<file path="config.mk">
export PLATFORM = sky130hd
export DESIGN_NAME = serial_rx_ctrl_flat
export DESIGN_NICKNAME = d
export VERILOG_FILES = /design/src/rtl/serial_rx_ctrl_pkg.sv /design/src/rtl/serial_rx_ctrl_if.sv /design/src/rtl/serial_rx_ctrl_sync2.sv /design/src/rtl/serial_rx_ctrl.sv /design/src/flat_wrapper.sv
export SDC_FILE = /design/constraint.sdc
export NUM_CORES = 1
export LEC_CHECK = 0
export BUFFER_PORTS_ARGS = -buffer_cell sky130_fd_sc_hd__buf_2
export CAP_MARGIN = 10
export CORE_ASPECT_RATIO = 1.4
export CORE_MARGIN = 5
export CORE_UTILIZATION = 59
export CTS_BUF_LIST = sky130_fd_sc_hd__clkbuf_4 sky130_fd_sc_hd__clkbuf_8
export DETAILED_ROUTE_END_ITERATION = 7
export PLACE_DENSITY = 0.88
export SLEW_MARGIN = 0
export SYNTH_ARGS = -nofsm -noshare
export SYNTH_HDL_FRONTEND = slang
export SYNTH_SLANG_ARGS = --single-unit
</file>
<file path="constraint.sdc">
create_clock -name clk -period 1.9 [get_ports clk]
set_input_delay 0.095 -clock clk [delete_from_list [all_inputs] [get_ports clk]]
set_output_delay 0.095 -clock clk [all_outputs]
set_load 0.01 [all_outputs]
</file>
<file path="src/rtl/serial_rx_ctrl_pkg.sv">
`default_nettype none
// ============================================================================
// Module  : serial_rx_ctrl_pkg
// Summary : Shared constants and FSM state encodings for the serial receiver
// Rev     : 1.0
// ============================================================================
package serial_rx_ctrl_pkg;

    localparam int c_DATA_BITS_DEFAULT = 8;
    localparam int c_OVERSAMPLE        = 16;
    localparam int c_TIMEOUT_DEFAULT   = 2 * c_OVERSAMPLE;

    localparam int c_STATE_W = 3;
    typedef logic [c_STATE_W-1:0] rx_state_t;

    localparam rx_state_t c_ST_IDLE  = 3'd0;
    localparam rx_state_t c_ST_START = 3'd1;
    localparam rx_state_t c_ST_DATA  = 3'd2;
    localparam rx_state_t c_ST_STOP  = 3'd3;
    localparam rx_state_t c_ST_BREAK = 3'd4;

    // States in which the bit-sampling counter runs and the watchdog is armed
    function automatic logic is_framing(input rx_state_t s);
        return (s == c_ST_START) || (s == c_ST_DATA) || (s == c_ST_STOP);
    endfunction

endpackage
`default_nettype wire

</file>
<file path="src/rtl/serial_rx_ctrl_if.sv">
`default_nettype none
// ============================================================================
// Module  : serial_rx_ctrl_if
// Summary : Received-character handshake and error flags toward the consumer
// Rev     : 1.0
// ============================================================================
interface serial_rx_ctrl_if #(
    parameter int DATA_BITS = serial_rx_ctrl_pkg::c_DATA_BITS_DEFAULT
) ();

    logic [DATA_BITS-1:0] rx_data;
    logic                 rx_valid;
    logic                 rx_ack;
    logic                 frame_err;
    logic                 overrun;

    modport master (
        output rx_data,
        output rx_valid,
        output frame_err,
        output overrun,
        input  rx_ack
    );

    modport slave (
        input  rx_data,
        input  rx_valid,
        input  frame_err,
        input  overrun,
        output rx_ack
    );

endinterface
`default_nettype wire

</file>
<file path="src/rtl/serial_rx_ctrl_sync2.sv">
`default_nettype none
// ============================================================================
// Module  : serial_rx_ctrl_sync2
// Summary : Two-flop synchroniser with selectable reset value
// Rev     : 1.0
// ============================================================================
module serial_rx_ctrl_sync2 #(
    parameter logic RESET_VAL = 1'b1
) (
    input  logic clk,
    input  logic reset,
    input  logic i_d,
    output logic o_q
);

    logic r_meta;
    logic r_sync;

    always_ff @(posedge clk) begin
        if (reset) begin
            r_meta <= RESET_VAL;
            r_sync <= RESET_VAL;
        end else begin
            r_meta <= i_d;
            r_sync <= r_meta;
        end
    end

    assign o_q = r_sync;

endmodule
`default_nettype wire

</file>
<file path="src/rtl/serial_rx_ctrl.sv">
`default_nettype none
// ============================================================================
// Module  : serial_rx_ctrl
// Summary : Start detect, bit framing, valid/ack delivery and error flagging
// Rev     : 1.0
// ============================================================================
module serial_rx_ctrl
    import serial_rx_ctrl_pkg::*;
#(
    parameter int DATA_BITS = c_DATA_BITS_DEFAULT,
    parameter int TIMEOUT   = c_TIMEOUT_DEFAULT
) (
    input  logic             clk,
    input  logic             reset,
    input  logic             rx_in,
    input  logic             sample_tick,
    output logic             bit_en,
    output logic             busy,
    serial_rx_ctrl_if.master rx_bus
);

    localparam int c_BIT_CNT_W = $clog2(DATA_BITS + 1);
    localparam int c_WD_CNT_W  = $clog2(TIMEOUT);
    localparam logic [c_BIT_CNT_W-1:0] c_LAST_BIT = c_BIT_CNT_W'(DATA_BITS - 1);
    localparam logic [c_WD_CNT_W-1:0]  c_WD_LAST  = c_WD_CNT_W'(TIMEOUT - 1);

    logic                   w_rx_s;
    rx_state_t              r_state;
    rx_state_t              w_next_state;
    logic [c_BIT_CNT_W-1:0] r_bit_cnt;
    logic [c_WD_CNT_W-1:0]  r_wd_cnt;
    logic [DATA_BITS-1:0]   r_shreg;
    logic [DATA_BITS-1:0]   r_rx_data;
    logic                   r_rx_valid;
    logic                   r_overrun;
    logic                   r_frame_err;
    logic                   r_bit_en;
    logic                   r_busy;

    logic w_framing;
    logic w_timeout;
    logic w_last_bit;
    logic w_deliver;
    logic w_shift;
    logic w_bit_en_nxt;
    logic w_busy_nxt;
    logic w_frame_err_nxt;

    serial_rx_ctrl_sync2 #(
        .RESET_VAL (1'b1)
    ) u_sync2 (
        .clk   (clk),
        .reset (reset),
        .i_d   (rx_in),
        .o_q   (w_rx_s)
    );

    assign w_framing  = is_framing(r_state);
    assign w_timeout  = w_framing && !sample_tick && (r_wd_cnt == c_WD_LAST);
    assign w_last_bit = (r_bit_cnt == c_LAST_BIT);

    always_ff @(posedge clk) begin
        if (reset) begin
            r_state <= c_ST_IDLE;
        end else begin
            r_state <= w_next_state;
        end
    end

    always_comb begin
        w_next_state = r_state;
        case (r_state)
            c_ST_IDLE: begin
                if (!w_rx_s) w_next_state = c_ST_START;
            end
            c_ST_START: begin
                if (w_timeout)        w_next_state = c_ST_IDLE;
                else if (sample_tick) w_next_state = w_rx_s ? c_ST_IDLE : c_ST_DATA;
            end
            c_ST_DATA: begin
                if (w_timeout)                      w_next_state = c_ST_IDLE;
                else if (sample_tick && w_last_bit) w_next_state = c_ST_STOP;
            end
            c_ST_STOP: begin
                if (w_timeout)        w_next_state = c_ST_IDLE;
                else if (sample_tick) w_next_state = w_rx_s ? c_ST_IDLE : c_ST_BREAK;
            end
            // A line stuck low parks here so it cannot look like a new start bit
            c_ST_BREAK: begin
                if (w_rx_s) w_next_state = c_ST_IDLE;
            end
            default: w_next_state = c_ST_IDLE;
        endcase
    end

    always_comb begin
        w_bit_en_nxt    = is_framing(w_next_state);
        w_busy_nxt      = (w_next_state != c_ST_IDLE);
        w_shift         = (r_state == c_ST_DATA) && sample_tick;
        w_deliver       = (r_state == c_ST_STOP) && sample_tick && w_rx_s;
        w_frame_err_nxt = w_timeout || ((r_state == c_ST_STOP) && sample_tick && !w_rx_s);
    end

    // Watchdog only counts while framing; IDLE holds it at zero so START begins fresh
    always_ff @(posedge clk) begin
        if (reset) begin
            r_bit_cnt <= '0;
            r_wd_cnt  <= '0;
            r_shreg   <= '0;
        end else begin
            if (!w_framing || sample_tick) r_wd_cnt <= '0;
            else                           r_wd_cnt <= r_wd_cnt + 1'b1;

            if ((r_state == c_ST_START) && sample_tick) r_bit_cnt <= '0;
            else if (w_shift)                           r_bit_cnt <= r_bit_cnt + 1'b1;

            if (w_shift) r_shreg <= {w_rx_s, r_shreg[DATA_BITS-1:1]};
        end
    end

    always_ff @(posedge clk) begin
        if (reset) begin
            r_bit_en    <= 1'b0;
            r_busy      <= 1'b0;
            r_frame_err <= 1'b0;
            r_rx_data   <= '0;
            r_rx_valid  <= 1'b0;
            r_overrun   <= 1'b0;
        end else begin
            r_bit_en    <= w_bit_en_nxt;
            r_busy      <= w_busy_nxt;
            r_frame_err <= w_frame_err_nxt;
            // An ack coinciding with delivery frees the slot for the new character
            if (w_deliver && (!r_rx_valid || rx_bus.rx_ack)) begin
                r_rx_data  <= r_shreg;
                r_rx_valid <= 1'b1;
                r_overrun  <= 1'b0;
            end else if (w_deliver) begin
                r_overrun  <= 1'b1;
            end else if (rx_bus.rx_ack && r_rx_valid) begin
                r_rx_valid <= 1'b0;
                r_overrun  <= 1'b0;
            end
        end
    end

    assign bit_en           = r_bit_en;
    assign busy             = r_busy;
    assign rx_bus.rx_data   = r_rx_data;
    assign rx_bus.rx_valid  = r_rx_valid;
    assign rx_bus.frame_err = r_frame_err;
    assign rx_bus.overrun   = r_overrun;

endmodule
`default_nettype wire
</file>
<file path="src/flat_wrapper.sv">
// flat-port wrapper written by rule: the top's interface ports become plain ports
module serial_rx_ctrl_flat import serial_rx_ctrl_pkg::*;
#(
    parameter int DATA_BITS = c_DATA_BITS_DEFAULT,
    parameter int TIMEOUT   = c_TIMEOUT_DEFAULT
)
  (clk, reset, rx_in, sample_tick, bit_en, busy, rx_bus_rx_data, rx_bus_rx_valid, rx_bus_frame_err, rx_bus_overrun, rx_bus_rx_ack);
  serial_rx_ctrl_if #(.DATA_BITS(DATA_BITS)) rx_bus_i ();
  input  logic clk;
  input  logic reset;
  input  logic rx_in;
  input  logic sample_tick;
  output logic bit_en;
  output logic busy;
  output wire logic [$bits(rx_bus_i.rx_data)-1:0] rx_bus_rx_data;
  output wire logic [$bits(rx_bus_i.rx_valid)-1:0] rx_bus_rx_valid;
  output wire logic [$bits(rx_bus_i.frame_err)-1:0] rx_bus_frame_err;
  output wire logic [$bits(rx_bus_i.overrun)-1:0] rx_bus_overrun;
  input wire logic [$bits(rx_bus_i.rx_ack)-1:0] rx_bus_rx_ack;
  assign rx_bus_rx_data = rx_bus_i.rx_data;
  assign rx_bus_rx_valid = rx_bus_i.rx_valid;
  assign rx_bus_frame_err = rx_bus_i.frame_err;
  assign rx_bus_overrun = rx_bus_i.overrun;
  assign rx_bus_i.rx_ack = rx_bus_rx_ack;
  serial_rx_ctrl #(.DATA_BITS(DATA_BITS), .TIMEOUT(TIMEOUT)) u_core (.clk(clk), .reset(reset), .rx_in(rx_in), .sample_tick(sample_tick), .bit_en(bit_en), .busy(busy), .rx_bus(rx_bus_i));
endmodule
</file>
# Word-level counts from Yosys, hierarchy flattened
# Index checks and enable logic that the tools add are counted.
# W data, S select, Z words.
[totals]
reg_bits = 35
inputBits = 5
output_inout_bits = 13
elab_cells = 68
[classes]
addsub = 2
n_eq_ne = 10
muxes = 15
reduce_logical = 29
[ops]
columns = ["operator", "n"]
rows = [
  ["$mux W3", 9],
  ["$pmux W3 S5", 1],
  ["$eq A3 B2 Y1 const B", 4],
  ["$logic_and A1 B1 Y1", 10],
  ["$logic_or A1 B1 Y1", 7],
  ["$eq A3 B1 Y1 const B", 2],
  ["$reduce_or A2 Y1", 3],
  ["$add A5 B1 Y5 const B", 1],
  ["$eq A5 B5 Y1 const B", 1],
  ["$add A4 B1 Y4 const B", 1],
  ["$eq A4 B3 Y1 const B", 1],
  ["$logic_not A1 Y1", 4],
  ["$mux W1", 4],
  ["$reduce_bool A2 Y1", 2],
  ["$eq A3 B3 Y1 const B", 1],
  ["$logic_not A3 Y1", 1],
  ["$reduce_bool A3 Y1", 1],
  ["$mux W2", 1],
  ["$ne A2 B2 Y1 const B", 1],
  ["$reduce_and A2 Y1", 1],
]

# Depth between registers and ports, before layout
# Gate-level depths: netlist (run 1).
[logic_depth]
word_depth = 10
depth_mapped = 6
mapped_depth_nobuf = 6

# By module
# From an unflattened synthesis (run 1), not the netlist that was laid out.
[unflattened]
hier_cells = 161
area_unflattened_um2 = 1467.7
[modules_own_cells]
columns = ["module", "n_inst", "cells_each", "area_per_inst_um2", "seq_area_each_um2"]
rows = [
  ["serial_rx_ctrl", 1, 157, 1415.1, 660.6],
  ["serial_rx_ctrl_sync2", 1, 4, 52.6, 40.0],
]

# Least setup slack after synthesis (run 1)
# OpenSTA, ideal clock, no wires.
[synth_timing]
path_kind = "register to register"
startpoint = "register u_core.r_wd_cnt[0]"
endpoint = "register u_core.r_frame_err, in the netlist u_core.rx_bus.frame_err"
setup_time_ps = 126
t_arrival_ps = 1211
t_required_ps = 1774
setup_slack_ps = 564
path_stages_with_launch = 7
n_path_buf = 0
synth_period_minus_slack_ps = 1336
path_cell_list = "dfxtp_1 ha_1 and3_1 ha_1 nor2b_1 o21ai_0 a21boi_0"
[synth_via]
elab_chain_len = 3
[synth_lines]
columns = ["item", "line", "text"]
rows = [
  ["from (decl)", "serial_rx_ctrl.sv:31", "logic [c_WD_CNT_W-1:0] r_wd_cnt;"],
  ["from (signal assigned)", "serial_rx_ctrl.sv:112", "else r_wd_cnt <= r_wd_cnt + 1'b1;"],
  ["$eq A5 B5 Y1", "serial_rx_ctrl.sv:59", "assign w_timeout = w_framing && !sample_tick && (r_wd_cnt == c_WD_LAST);"],
  ["$logic_and A1 B1 Y1", "serial_rx_ctrl.sv:59", ""],
  ["$logic_or A1 B1 Y1", "serial_rx_ctrl.sv:101", "w_frame_err_nxt = w_timeout || ((r_state == c_ST_STOP) && sample_tick && !w_rx_s);"],
  ["to (signal assigned)", "serial_rx_ctrl.sv:132", "r_frame_err <= w_frame_err_nxt;"],
  ["to (decl)", "serial_rx_ctrl.sv:36", "logic r_frame_err;"],
]
# No other way between the ends.
# A chain may end at the register's enable or synchronous reset.

# Worst setup path after layout (run 1)
[layout_timing]
startpoint = "register u_core.r_wd_cnt[0]"
endpoint = "register u_core.r_busy, in the netlist u_core.busy"
[layout_via]
elab_chain_len = 5
word_cells_on_any_way = 7
classes_between = "eq/ne (1); mux (4); reduce/logical (2)"
[layout_lines]
columns = ["item", "line", "text"]
rows = [
  ["$eq A5 B5 Y1 (*)", "serial_rx_ctrl.sv:59", ""],
  ["$logic_and A1 B1 Y1 (*)", "serial_rx_ctrl.sv:59", ""],
  ["$mux W3 (on tied branches)", "serial_rx_ctrl.sv:85, serial_rx_ctrl.sv:77, serial_rx_ctrl.sv:81", ""],
  ["$pmux W3 S5 (*)", "serial_rx_ctrl.sv:72", "case (r_state)"],
  ["$reduce_bool A3 Y1 (*)", "serial_rx_ctrl.sv:98", "w_busy_nxt = (w_next_state != c_ST_IDLE);"],
  ["to (signal assigned)", "serial_rx_ctrl.sv:131", "r_busy <= w_busy_nxt;"],
  ["to (decl)", "serial_rx_ctrl.sv:38", "logic r_busy;"],
]
# Mark *: on every way between the ends. The rest lies on a longest branch, timed or not.

==> results.txt, run 1 <==
The run finished with clean final reports. The startpoint identified for the worst hold timing path is reset. Across every metal layer, demand over resource in global routing totals 18.3%. In this run the critical register-to-register path is captured at u_core.busy.

The wire length per cell after detailed routing came out at 13.4 um. The total via count in the routed design is 1224. For the pin with the worst max-slew slack, the measured transition is 0.636 ns. After synthesis, flip-flops and latches occupy 47.8% of the total area.

The net total in the final layout came out at 187. The cell area after technology mapping is 1470 um2. Registers are responsible for 59.5% of the overall power.

The master of the slowest instance on the critical path is sky130_fd_sc_hd__dfxtp_1. The post-layout instance count excluding filler cells came out at 214. At the worst endpoint, the required time is 2.10 ns.

The cell that appears most often on the critical path is sky130_fd_sc_hd__ha_1. The worst hold path stage count is 2. The number of unique standard cell types used by synthesis is 40. The net switching power is 0.000266 W. The count of final setup violators is 0.

Across the VDD grid, the largest voltage drop is 0.627 mV. The share of post-route cells with drive strength above 1 came out at 19.4%. The depth of the CTS H-tree came out at 2. The quantity of gates resized following cts came out at 0. The detailed-route DRC error count came out at 0. The tree is rooted in a sky130_fd_sc_hd__clkbuf_4. The die footprint is 3600 um2.

Yosys printed 0 warnings. The path with the worst hold slack has its endpoint at u_core.rx_bus.rx_valid. The post-route minimum period came out at 1.47 ns.

The count of pins over their slew limit is 0. Net switching is 21.2% of the power. The worst reg-to-reg path cell count is 6.

On the final layout, the worst clock skew is 0.00828 ns. The longest individual stage delay on the worst path came out at 0.38 ns. The first detailed-routing pass took 4 iterations.

Using the TritonRoute via totals, the vias-per-cell ratio works out to 5.72. Setup repair after global routing left no endpoint under its margin. The number of nets in the synthesized netlist is 169.

The total clock buffers created by CTS is 5. The critical path goes through ha_1 -> and3_1 -> ha_1 -> inv_1 -> o221ai_1 -> o211ai_1. For this run, asynchronously set or reset flops after synthesis account for 0%. The tightest min-delay check is of the in -> reg type. Power comes to 0.00126 W. The horizontal die dimension is 52.1 um. The first global-routing pass estimated 5050 um of wire. The die span in y came out at 69.0 um. The clock insertion delay at the later pin of the skew report is 0.33 ns. The post-placement cell count came out at 204. Routability-driven placement finished with a final weighted congestion of 0.796. The number of placement rows is 21. The fmax came out at 680 MHz. The number of post-CTS setup repair buffers came out at 0. The residual antenna-violating net count after detailed routing came out at 0. Yosys attributes the largest share of cell area to sky130_fd_sc_hd__dfxtp_1 48%, sky130_fd_sc_hd__a21oi_1 7.2%, sky130_fd_sc_hd__nand2_1 5.1%. Once the floorplan was initialized, standard cells occupied 61.3% of the core. The via count of the first global-routing pass is 1177. The number of endpoints with negative hold slack in the final report was 0.

The number of buffers inserted for hold repair after clock tree synthesis is 2. The clock passes through at most 2 buffers. The final critical path takes up 77.4% of the cycle.

Along the worst path, the maximum fanout reaches 3. The post-CTS clock slew at the launch and capture registers of the worst setup and hold paths is 0.10 ns. The tool flagged a number of max-cap violations equal to 0. Entering global routing, the biggest net connects 26 pins. Summed over all layers, the global routing overflow is 0. The sort of element at the start of the critical path is a flop. The clock drives 35 sinks. The type of the setup path with the least slack is reg -> reg. The startpoint identified for the worst register-to-register timing path is u_core.r_wd_cnt[0]. Relative to the synthesized area, the layout overhead comes to 12.2%.

Synthesis produced 161 cells. The most repeated cell in the gate-level netlist after synthesis is sky130_fd_sc_hd__dfxtp_1. Once layout is complete, the utilization of the core stands at 68.8%.

The areal power density over the cells came out at 764 nW/um2. The setup check on the worst reg-to-reg path leaves a slack of 0.43 ns. The detailed placement HPWL is 2030 um. STA classifies the critical path endpoint as a flop. The internal cell power came out at 0.000990 W. The core region is 2390 um2. Hold timing on the final database bottoms out at a slack of 0.188 ns. The top cell type's share of synthesized area is 47.8%. The sum of routed wire length over all layers came out at 2870 um. The number of synthesized register bits is 35.

The leakage power is 0.688 nW. The setup TNS came out at 0 ns. The synthesized design contains 0 enable-type register cells. The average cell area after synthesis came out at 9.11 um2. Pin placement for this block handled 18 I/O pins. Counting instances in the post-synthesis netlist gives the leading cell types as 35 x sky130_fd_sc_hd__dfxtp_1, 21 x sky130_fd_sc_hd__a21oi_1, 20 x sky130_fd_sc_hd__nand2_1, 10 x sky130_fd_sc_hd__nor2_1. The biggest area contributor in the post-synthesis netlist is sky130_fd_sc_hd__dfxtp_1. The violation count after the first detailed-routing iteration is 34.

The worst setup path startpoint is u_core.r_wd_cnt[0]. The initial antenna violation count is 0. The power share of the clock group came out at 36.8%. The combinational cell fraction of total power is 3.7%.

0 antenna diodes ended up in the layout. The quantity of I/O buffers inserted on ports is 17. The most used flip-flop cell after synthesis is sky130_fd_sc_hd__dfxtp_1. The remaining max-slew budget at the tightest pin came out at 57.5%.

TritonCTS built the clock tree. The arrival time at the worst endpoint is 1.68 ns.
==> metrics by stage <==
step | cell area [um2] | setup WS [ns]
after CTS | 1650 | 0.426
after floorplan | 1470 | 0.564
after global placement | 1550 | 0.518
after detailed placement | 1550 | 0.439
after global routing | 1650 | 0.293
final | 1650 | 0.429
==> area by class of cell <==
class                      instances  area, um2
clock buffer                       8       72.6
multi-input combinational        110        683
fill                             189        746
sequential                        35        701
timing repair buffer              22        128
inverter                           5       18.8
tap                               34       42.5
==> registers in the layout (all words and copies together), names as in the netlist <==
signal                   flops
u_core.busy                  1
u_core.u_sync2.r_meta        1
u_core.bit_en                1
u_core.rx_bus.rx_valid       1
u_core.rx_bus.rx_data        8
u_core.rx_bus.frame_err      1
u_core.r_state               3
u_core.r_shreg               8
u_core.u_sync2.o_q           1
u_core.r_wd_cnt              5
u_core.rx_bus.overrun        1
u_core.r_bit_cnt             4
==> logic make-up after synthesis <==
family / Yosys count / share of synthesized area [%]
and+or+nand+nor: 63 / 25.3
buffers and inverters: 16 / 5.63
xor gates and xnor gates: 3 / 1.79
adders and majority gates: 3 / 2.56
AOI/OAI and AO/OA: 41 / 17.0
DFF: 35 / 47.8
==> cell usage in the layout, fill, tap and decap left out, types with 2 or more instances in the layout <==
| cell | netlist | final |
|---|---|---|
| sky130_fd_sc_hd__nor2_1 | 10 | 10 |
| sky130_fd_sc_hd__and4b_1 | 2 | 2 |
| sky130_fd_sc_hd__nor2b_1 | 2 | 2 |
| sky130_fd_sc_hd__and4bb_1 | 2 | 2 |
| sky130_fd_sc_hd__dfxtp_1 | 35 | 35 |
| sky130_fd_sc_hd__o21ai_1 | 3 | 3 |
| sky130_fd_sc_hd__ha_1 | 3 | 3 |
| sky130_fd_sc_hd__dlygate4sd3_1 | 0 | 2 |
| sky130_fd_sc_hd__xnor2_1 | 2 | 2 |
| sky130_fd_sc_hd__nand3_1 | 2 | 2 |
| sky130_fd_sc_hd__nand2_1 | 20 | 20 |
| sky130_fd_sc_hd__inv_1 | 4 | 4 |
| sky130_fd_sc_hd__clkbuf_8 | 0 | 2 |
| sky130_fd_sc_hd__buf_4 | 3 | 3 |
| sky130_fd_sc_hd__a21oi_1 | 21 | 21 |
| sky130_fd_sc_hd__or2_2 | 3 | 3 |
| sky130_fd_sc_hd__o31ai_1 | 8 | 8 |
| sky130_fd_sc_hd__a21boi_0 | 2 | 2 |
| sky130_fd_sc_hd__nand4_1 | 8 | 8 |
| sky130_fd_sc_hd__and2_1 | 2 | 2 |
| sky130_fd_sc_hd__clkbuf_4 | 0 | 6 |
| sky130_fd_sc_hd__buf_2 | 3 | 17 |
| sky130_fd_sc_hd__or3_1 | 2 | 2 |
| sky130_fd_sc_hd__o21ai_0 | 3 | 3 |
==> power groups by stage <==
stage                     sequential, W  clock, W  combinational (W)
final                          0.000748  0.000463          0.0000459
after global routing           0.000749  0.000513          0.0000509
after CTS                      0.000748  0.000475          0.0000462
after detailed placement       0.000765         0          0.0000429
after global placement         0.000764         0          0.0000415
after floorplan                0.000761         0          0.0000339
==> worst max path at each step <==
stage,to,slack [ns],cells past startpoint
6_report,u_core.busy,0.43,6
2_1_floorplan,u_core.rx_bus.frame_err,0.56,6
3_5_place_dp,u_core.rx_bus.frame_err,0.44,6
5_1_grt,u_core.rx_bus.frame_err,0.29,6
3_3_place_gp,u_core.rx_bus.frame_err,0.52,6
4_1_cts,u_core.busy,0.43,6
==> critical path: cells and delay by family, from the launching register on <==
kind                     cells  cell delay [ns]
AO/OA/AOI/OAI                2             0.40
adder cells (fa/ha/maj)      2             0.37
buffers and inverters        1             0.05
flip-flops                   1             0.38
AND/OR/NAND/NOR              1             0.17
==> routing by layer <==
| metal | global-route usage, % | part of all wire, % |
|---|---|---|
| met5 | 0 | 0 |
| met4 | 4.79 | 0.66 |
| met3 | 5.16 | 5.1 |
| met2 | 31.9 | 51 |
| met1 | 22.1 | 43 |
(Power assumes the default switching activity.)
==> run 2: changes to the inputs <==
--- a/config.mk
+++ b/config.mk
@@ -9,10 +9,10 @@
 export CAP_MARGIN = 10
 export CORE_ASPECT_RATIO = 1.4
 export CORE_MARGIN = 5
-export CORE_UTILIZATION = 59
+export CORE_UTILIZATION = 53
 export CTS_BUF_LIST = sky130_fd_sc_hd__clkbuf_4 sky130_fd_sc_hd__clkbuf_8
 export DETAILED_ROUTE_END_ITERATION = 7
-export PLACE_DENSITY = 0.88
+export PLACE_DENSITY = 0.84
 export SLEW_MARGIN = 0
 export SYNTH_ARGS = -nofsm -noshare
 export SYNTH_HDL_FRONTEND = slang
==> constraint.sdc (replaced) <==
create_clock -name clk -period 1.2 [get_ports clk]
set_input_delay 0.06 -clock clk [delete_from_list [all_inputs] [get_ports clk]]
set_output_delay 0.06 -clock clk [all_outputs]
set_load 0.01 [all_outputs]
==> run 2 against run 1 <==
The run now ends with negative setup slack left. Critical path depth is the same. Count of clock-buffer cells in the layout unchanged. Highest routed layer unchanged. Maximum frequency rose by 14%. Wire length is 32% higher. Largest power group unchanged. Cell area is 18% higher. Register-to-register slack worse by 0.52 ns. Combinational power rose by 150%.
==> results.txt, run 2 (synthesized netlist as in run 1, its figures left out) <==
The logic depth of the worst setup path including buffers came out at 6. The number of buffers and inverters on the critical path is 0. The post-route minimum period came out at 1.30 ns. The filler cell count in the final layout came out at 189. The worst setup path is captured at a flop. From synthesis to final layout, the design area changed by 32.8%. Leaving out fill and tap cells, the most frequent cell in the layout is sky130_fd_sc_hd__dfxtp_1.

The setup check on the worst reg-to-reg path leaves a slack of -0.1 ns. The horizontal die dimension is 54.5 um. The core region is 2640 um2. TritonCTS built the clock tree. The count of boundary I/O pins came out at 18. The count of pins over their slew limit is 0. The met2 track demand over resource in global routing is 32.5%. The quantity of I/O buffers inserted on ports came out at 17.

The detailed placement HPWL came out at 2390 um. The final worst hold slack is 0.0145 ns. The number of placement rows is 22. The die span in y is 72.2 um. The clock passes through at most 2 buffers.

The clock insertion delay at the later pin of the skew report came out at 0.35 ns. In the layout the commonest cells are 30 x sky130_fd_sc_hd__dfxtp_1, 19 x sky130_fd_sc_hd__nand2_1, 18 x sky130_fd_sc_hd__a21oi_1, 17 x sky130_fd_sc_hd__buf_2, 17 x sky130_fd_sc_hd__buf_4. The largest net degree at the start of global routing came out at 18. The sum of routed wire length over all layers is 3770 um. The leftover overflow at the end of global routing is 0.

The mean number of vias per cell is 5.79. The flow ran to the end, but the final reports show violations. Setup repair after global routing could not meet its margin everywhere.

The remaining max-slew budget at the tightest pin is 76.5%. The number of iterations in the first detailed-routing pass came out at 5. The worst setup path is launched from a flop. The finished layout holds 235 standard cells, fillers aside. By instance count, the cell type seen most on the critical path is sky130_fd_sc_hd__ha_4. The tightest min-delay check is of the in -> reg type. The total via count in the routed design is 1361. The cell family contributing the most delay on the critical path is flip-flops. The count of final setup violators is 13.

The first-pass GRT wire length came out at 5340 um. The wire length per cell after detailed routing is 16.1 um. The worst register-to-register path begins at u_core.r_wd_cnt[0]. After routing the design area is 1950 um2.

The share of post-route cells with drive strength above 1 is 41.7%. After clock tree synthesis, the clock-pin slew on the worst setup and hold paths is 0.10 ns. The critical path is of the reg -> reg type. The areal power density over the cells is 1050 nW/um2.

The minimum setup slack in the final design came out at -0.0960 ns. The clock net sink count is 35. The root cell of the clock tree is sky130_fd_sc_hd__clkbuf_4. The peak supply drop is 0.872 mV. The detailed-route DRC error count came out at 0. The checks that failed: negative setup slack.

The placement-stage cell area came out at 1710 um2. The minimum setup slack after placement came out at -0.132 ns. The arrival time at the worst endpoint is 1.57 ns.

The total routing usage reported by global routing came out at 18.6%. Buffers inserted during clock tree synthesis total 5. The critical path starts at u_core.r_wd_cnt[0]. The number of endpoints with negative hold slack in the final report is 0. STA puts the critical path data required time at 1.48 ns. The die footprint came out at 3930 um2.

The worst reg-to-reg path cell count is 6. The net total in the final layout came out at 206. The met3 track demand over resource is 6.16%.

The worst-margin pin slew came out at 0.349 ns. Along the worst path, the maximum fanout reaches 3. In this design, the stage delay of the slowest critical-path cell is 0.35 ns. The initial utilization of the core area, before any placement, comes to 55.5%. The violation count after the first detailed-routing iteration is 68. The worst clock skew is 0.00997 ns. The master of the slowest instance on the critical path is sky130_fd_sc_hd__dfxtp_2. The global-route met1 utilization came out at 19.0%. The fmax came out at 772 MHz. Including well taps, the total number of placed cells is 221. The number of maximum-capacitance violations is 0. Walking the worst path, the cells encountered are ha_4 -> and3_4 -> ha_4 -> o21ai_2 -> nand2_2 -> o211ai_1. The final period utilization came out at 108%. In this run the remaining antenna-violating nets after routing total 0. The via count of the first global-routing pass came out at 1261.

Summed over all cells, the static leakage comes to 0.793 nW. The endpoint identified for the worst register-to-register timing path is u_core.busy. The total inserted antenna cells came out at 0. The initial antenna violation count came to 0. The most critical setup path has its endpoint at u_core.busy.

The H-tree was split into 2 levels. met2 is the most crowded layer. The congestion estimate from routability-driven global placement came to 0.803.
==> run 2: cell types whose count changed in the layout (fill, tap and decap cells not counted), sizes merged <==
cell  change
buf      +19
==> run 2: routing by layer <==
| metal | part of all wire [%] | routed length [um] |
|---|---|---|
| met1 | 38 | 1420 |
| met2 | 54 | 2040 |
| met3 | 4.5 | 171 |
| met4 | 3.7 | 141 |
| met5 | 0 | 0 |
==> run 2: timing repair <==
item / 4_1_cts / 5_1_grt
cloned: 0 / 0
hold endpoints to repair: 2 / 0
buffers inserted: 1 / 3
pin swaps: 10 / 10
hold buffers: 2 / 0
resized for setup: 8 / 24
setup endpoints to repair: 22 / 24
==> run 2: layout make-up <==
class	instances	area [um2]	area share (%)
clock buffer	8	72.6	3.73
timing repair buffer	41	289	14.8
multi-input combinational	110	812	41.7
inverter	5	18.8	0.964
sequential	35	709	36.4
tap	36	45.0	2.31
==> run 2: through the flow <==
stage	total power, W	utilization, %	TNS (ns)
3_5_place_dp	0.00129	64.6	-1.50
4_1_cts	0.00205	69.6	-0.820
5_1_grt	0.00211	73.7	-1.58
2_1_floorplan	0.00126	-	-0.0666
3_3_place_gp	0.00129	64.6	-0.590
6_report	0.00204	73.7	-0.355
==> run 2: how the worst min path moves through the flow <==
stage	from	endpoint	slack, ns	cells past startpoint
floorplan	reset	u_core.rx_bus.overrun	0.14	1
global placement	rx_in	u_core.u_sync2.r_meta	0.24	2
detailed placement	rx_in	u_core.u_sync2.r_meta	0.25	2
CTS	reset	u_core.rx_bus.overrun	0.0006	2
global route	reset	u_core.rx_bus.overrun	0.03	2
finish	reset	u_core.rx_bus.overrun	0.01	2
==> run 2: power by group <==
group / internal [W] / switching (W) / leakage, nW / total, W
registers: 0.00117 / 0.00000739 / 0.285 / 0.00118
logic: 0.0000471 / 0.0000659 / 0.466 / 0.000113
clock network: 0.000367 / 0.000386 / 0.0420 / 0.000753
==> run 3: changes to the inputs <==
--- a/config.mk
+++ b/config.mk
@@ -9,10 +9,10 @@
 export CAP_MARGIN = 10
 export CORE_ASPECT_RATIO = 1.4
 export CORE_MARGIN = 5
-export CORE_UTILIZATION = 53
-export CTS_BUF_LIST = sky130_fd_sc_hd__clkbuf_4 sky130_fd_sc_hd__clkbuf_8
+export CORE_UTILIZATION = 50
 export DETAILED_ROUTE_END_ITERATION = 7
-export PLACE_DENSITY = 0.84
+export PLACE_DENSITY = 0.8
+export REMOVE_ABC_BUFFERS = 1
 export SLEW_MARGIN = 0
 export SYNTH_ARGS = -nofsm -noshare
 export SYNTH_HDL_FRONTEND = slang
==> run 3 against run 2 <==
The run still ends with negative setup slack left. First-iteration DRC count is 32% lower. Sequential share of layout area down 1.2 points. Critical path depth is the same. Cell count unchanged. Flip-flop and latch count did not move. Global-route usage shrank 0.82 points. Die area grew 5.0%. Core utilization down 2.5 points. Hold slack better by 0.032 ns. Sequential power about the same.
==> results.txt, run 3 (synthesized netlist as in run 1, its figures left out) <==
The root cell of the clock tree is sky130_fd_sc_hd__clkbuf_8. The share of post-route cells with drive strength above 1 is 44.4%. The via count of the first global-routing pass is 1296. The worst-case hold path end point is u_core.rx_bus.overrun. The quantity of I/O buffers inserted on ports came out at 17. Setup repair after global routing could not meet its margin everywhere.

Pin placement for this block handled 18 I/O pins. The number of maximum-capacitance violations is 0. Of all nets on the critical path, the largest fanout is 3. The post-placement cell count is 219. The setup slack on the worst flop-to-flop path is -0.10 ns. The clock tree from TritonCTS is done. The total power after layout came out at 0.00236 W. The run finished, with violations left. TritonCTS created 5 clock buffers.

The remaining max-slew budget at the tightest pin came out at 67.4%. The areal power density over the cells is 1170 nW/um2. The sort of element at the start of the critical path is a flop.

Once the floorplan was initialized, standard cells occupied 51.5% of the core. The largest net degree at the start of global routing is 16. Measured along the y axis, the die boundary spans 74.1 um. The beginning of the worst register-to-register path is u_core.r_wd_cnt[1]. The die footprint came out at 4130 um2. The post-CTS clock slew at the launch and capture registers of the worst setup and hold paths is 0.07 ns. In the routed design, unresolved DRC markers number 0. On the final layout, the worst clock skew is 0.00548 ns.

The first global-routing pass estimated 5790 um of wire. Leaving out fill and tap cells, the most frequent cell in the layout is sky130_fd_sc_hd__dfxtp_1. The leftover overflow at the end of global routing came out at 0. Setup violations remaining at the end of the flow were counted as 18.

The clock insertion delay at the later pin of the skew report is 0.28 ns. The checks that failed: negative setup slack. The clock drives 35 sinks. In the layout the commonest cells are 28 x sky130_fd_sc_hd__dfxtp_1, 19 x sky130_fd_sc_hd__a21oi_1, 19 x sky130_fd_sc_hd__nand2_1, 19 x sky130_fd_sc_hd__buf_2, 17 x sky130_fd_sc_hd__buf_4. The region available for standard cell placement spans 2850 um2. For this block, the via count after detailed routing is 1355. After layout, the minimum clock period comes to 1.30 ns. The critical hold path startpoint is rx_bus_rx_ack. The minimum setup slack in the final design is -0.102 ns. The sum of routed wire length over all layers came out at 3750 um. Before antenna repair, the detailed router went through 4 iterations.

The congestion estimate from routability-driven global placement came to 0.697. Data on the critical path is required at its endpoint by 1.35 ns. The net total in the final layout is 205. The horizontal die dimension is 55.8 um. The worst setup path is of the reg -> reg kind.

The arrival time at the worst endpoint is 1.45 ns. The mean number of vias per cell is 5.77. The filler cell count in the final layout came out at 187. Global routing consumed, over all layers together, 17.8% of the routing resources. The detailed placement HPWL came out at 2290 um. Measured in cells, the most critical reg-to-reg path has a length of 6. The post-layout instance count excluding filler cells is 235. The fmax came out at 768 MHz.

IR analysis of the VDD net gives a maximum drop of 1.00 mV. The count of pins over their slew limit is 0. The initial antenna violation count came to 0. The depth of the CTS H-tree is 2. The class of the tightest hold or removal check is in -> reg. The endpoint identified for the worst register-to-register timing path is u_core.busy.

The worst hold path stage count came out at 2. The maximum count of clock buffers along a single path came out at 2. STA classifies the critical path endpoint as a flop. The residual antenna-violating net count after detailed routing is 0. The floorplan has 23 rows.

The violation count after the first detailed-routing iteration came out at 46. The total inserted antenna cells came out at 0. The worst-margin pin slew came out at 0.485 ns. The final period utilization came out at 109%.

For this design the static power due to leakage is 0.832 nW. The wire length per cell after detailed routing came out at 16.0 um. The number of endpoints with negative hold slack in the final report is 0. The area growth from synthesis to layout is 38.3%.
==> run 3: final cells by class <==
class | count | area, um2 | share of cell area, %
multi-input cells | 111 | 876 | 43.2
repair buffers | 39 | 255 | 12.6
clock inverters | 2 | 35.0 | 1.73
clock buffers | 6 | 82.6 | 4.07
well taps | 37 | 46.3 | 2.28
flip-flops and latches | 35 | 714 | 35.2
inverters | 5 | 18.8 | 0.925
==> run 3: worst max path at each step <==
stage                                   from                        to  slack [ns]  depth (start not counted)
after detailed placement   u_core.r_state[1]  u_core.rx_bus.rx_data[3]       -0.27                          4
after global placement    u_core.r_wd_cnt[0]   u_core.rx_bus.frame_err       -0.15                          6
after global routing      u_core.r_wd_cnt[1]               u_core.busy       -0.15                          6
after CTS                 u_core.r_wd_cnt[1]               u_core.busy       -0.08                          6
final                     u_core.r_wd_cnt[1]               u_core.busy       -0.10                          6
after floorplan            u_core.r_state[1]       u_core.r_bit_cnt[3]       -0.27                          3
==> run 3: timing repair <==
item / 4_1_cts / 5_1_grt
hold endpoints to repair: 1 / 0
gates cloned: 1 / 0
gates resized for setup: 23 / 27
hold buffers: 1 / 0
buffers inserted: 2 / 4
pin swaps: 5 / 14
endpoints found under the setup margin: 31 / 21
==> run 3: metal layers <==
metal	global-route usage [%]	share of wire, %
met5	0	0
met4	7.84	3.3
met3	4.34	5.1
met2	35.3	56
met1	17.5	36
==> run 3: where the power goes <==
part | internal [W] | total [W] | switching, W
registers | 0.00117 | 0.00118 | 0.00000958
logic | 0.0000428 | 0.000113 | 0.0000702
clock network | 0.000672 | 0.00107 | 0.000400
==> run 3: worst max-delay path, cell delays in order (launching register included) <==
cell and delay [ns]:
sky130_fd_sc_hd__dfxtp_2 0.35, sky130_fd_sc_hd__ha_4 0.13, sky130_fd_sc_hd__and3_4 0.18, sky130_fd_sc_hd__ha_4 0.15
sky130_fd_sc_hd__inv_2 0.05, sky130_fd_sc_hd__o221ai_4 0.19, sky130_fd_sc_hd__o211ai_1 0.12
==> run 3: through the flow <==
step / area, um2 / utilization (%) / hold slack (ns) / worst slack (ns) / TNS [ns]
floorplan: 1400 / - / 0.129 / -0.274 / -1.14
global placement: 1650 / 57.8 / 0.243 / -0.148 / -2.07
detailed placement: 1650 / 57.8 / 0.248 / -0.267 / -3.74
CTS: 1890 / 66.3 / 0.0132 / -0.0757 / -0.308
global route: 2030 / 71.2 / 0.0517 / -0.149 / -1.87
finish: 2030 / 71.2 / 0.0462 / -0.102 / -0.703
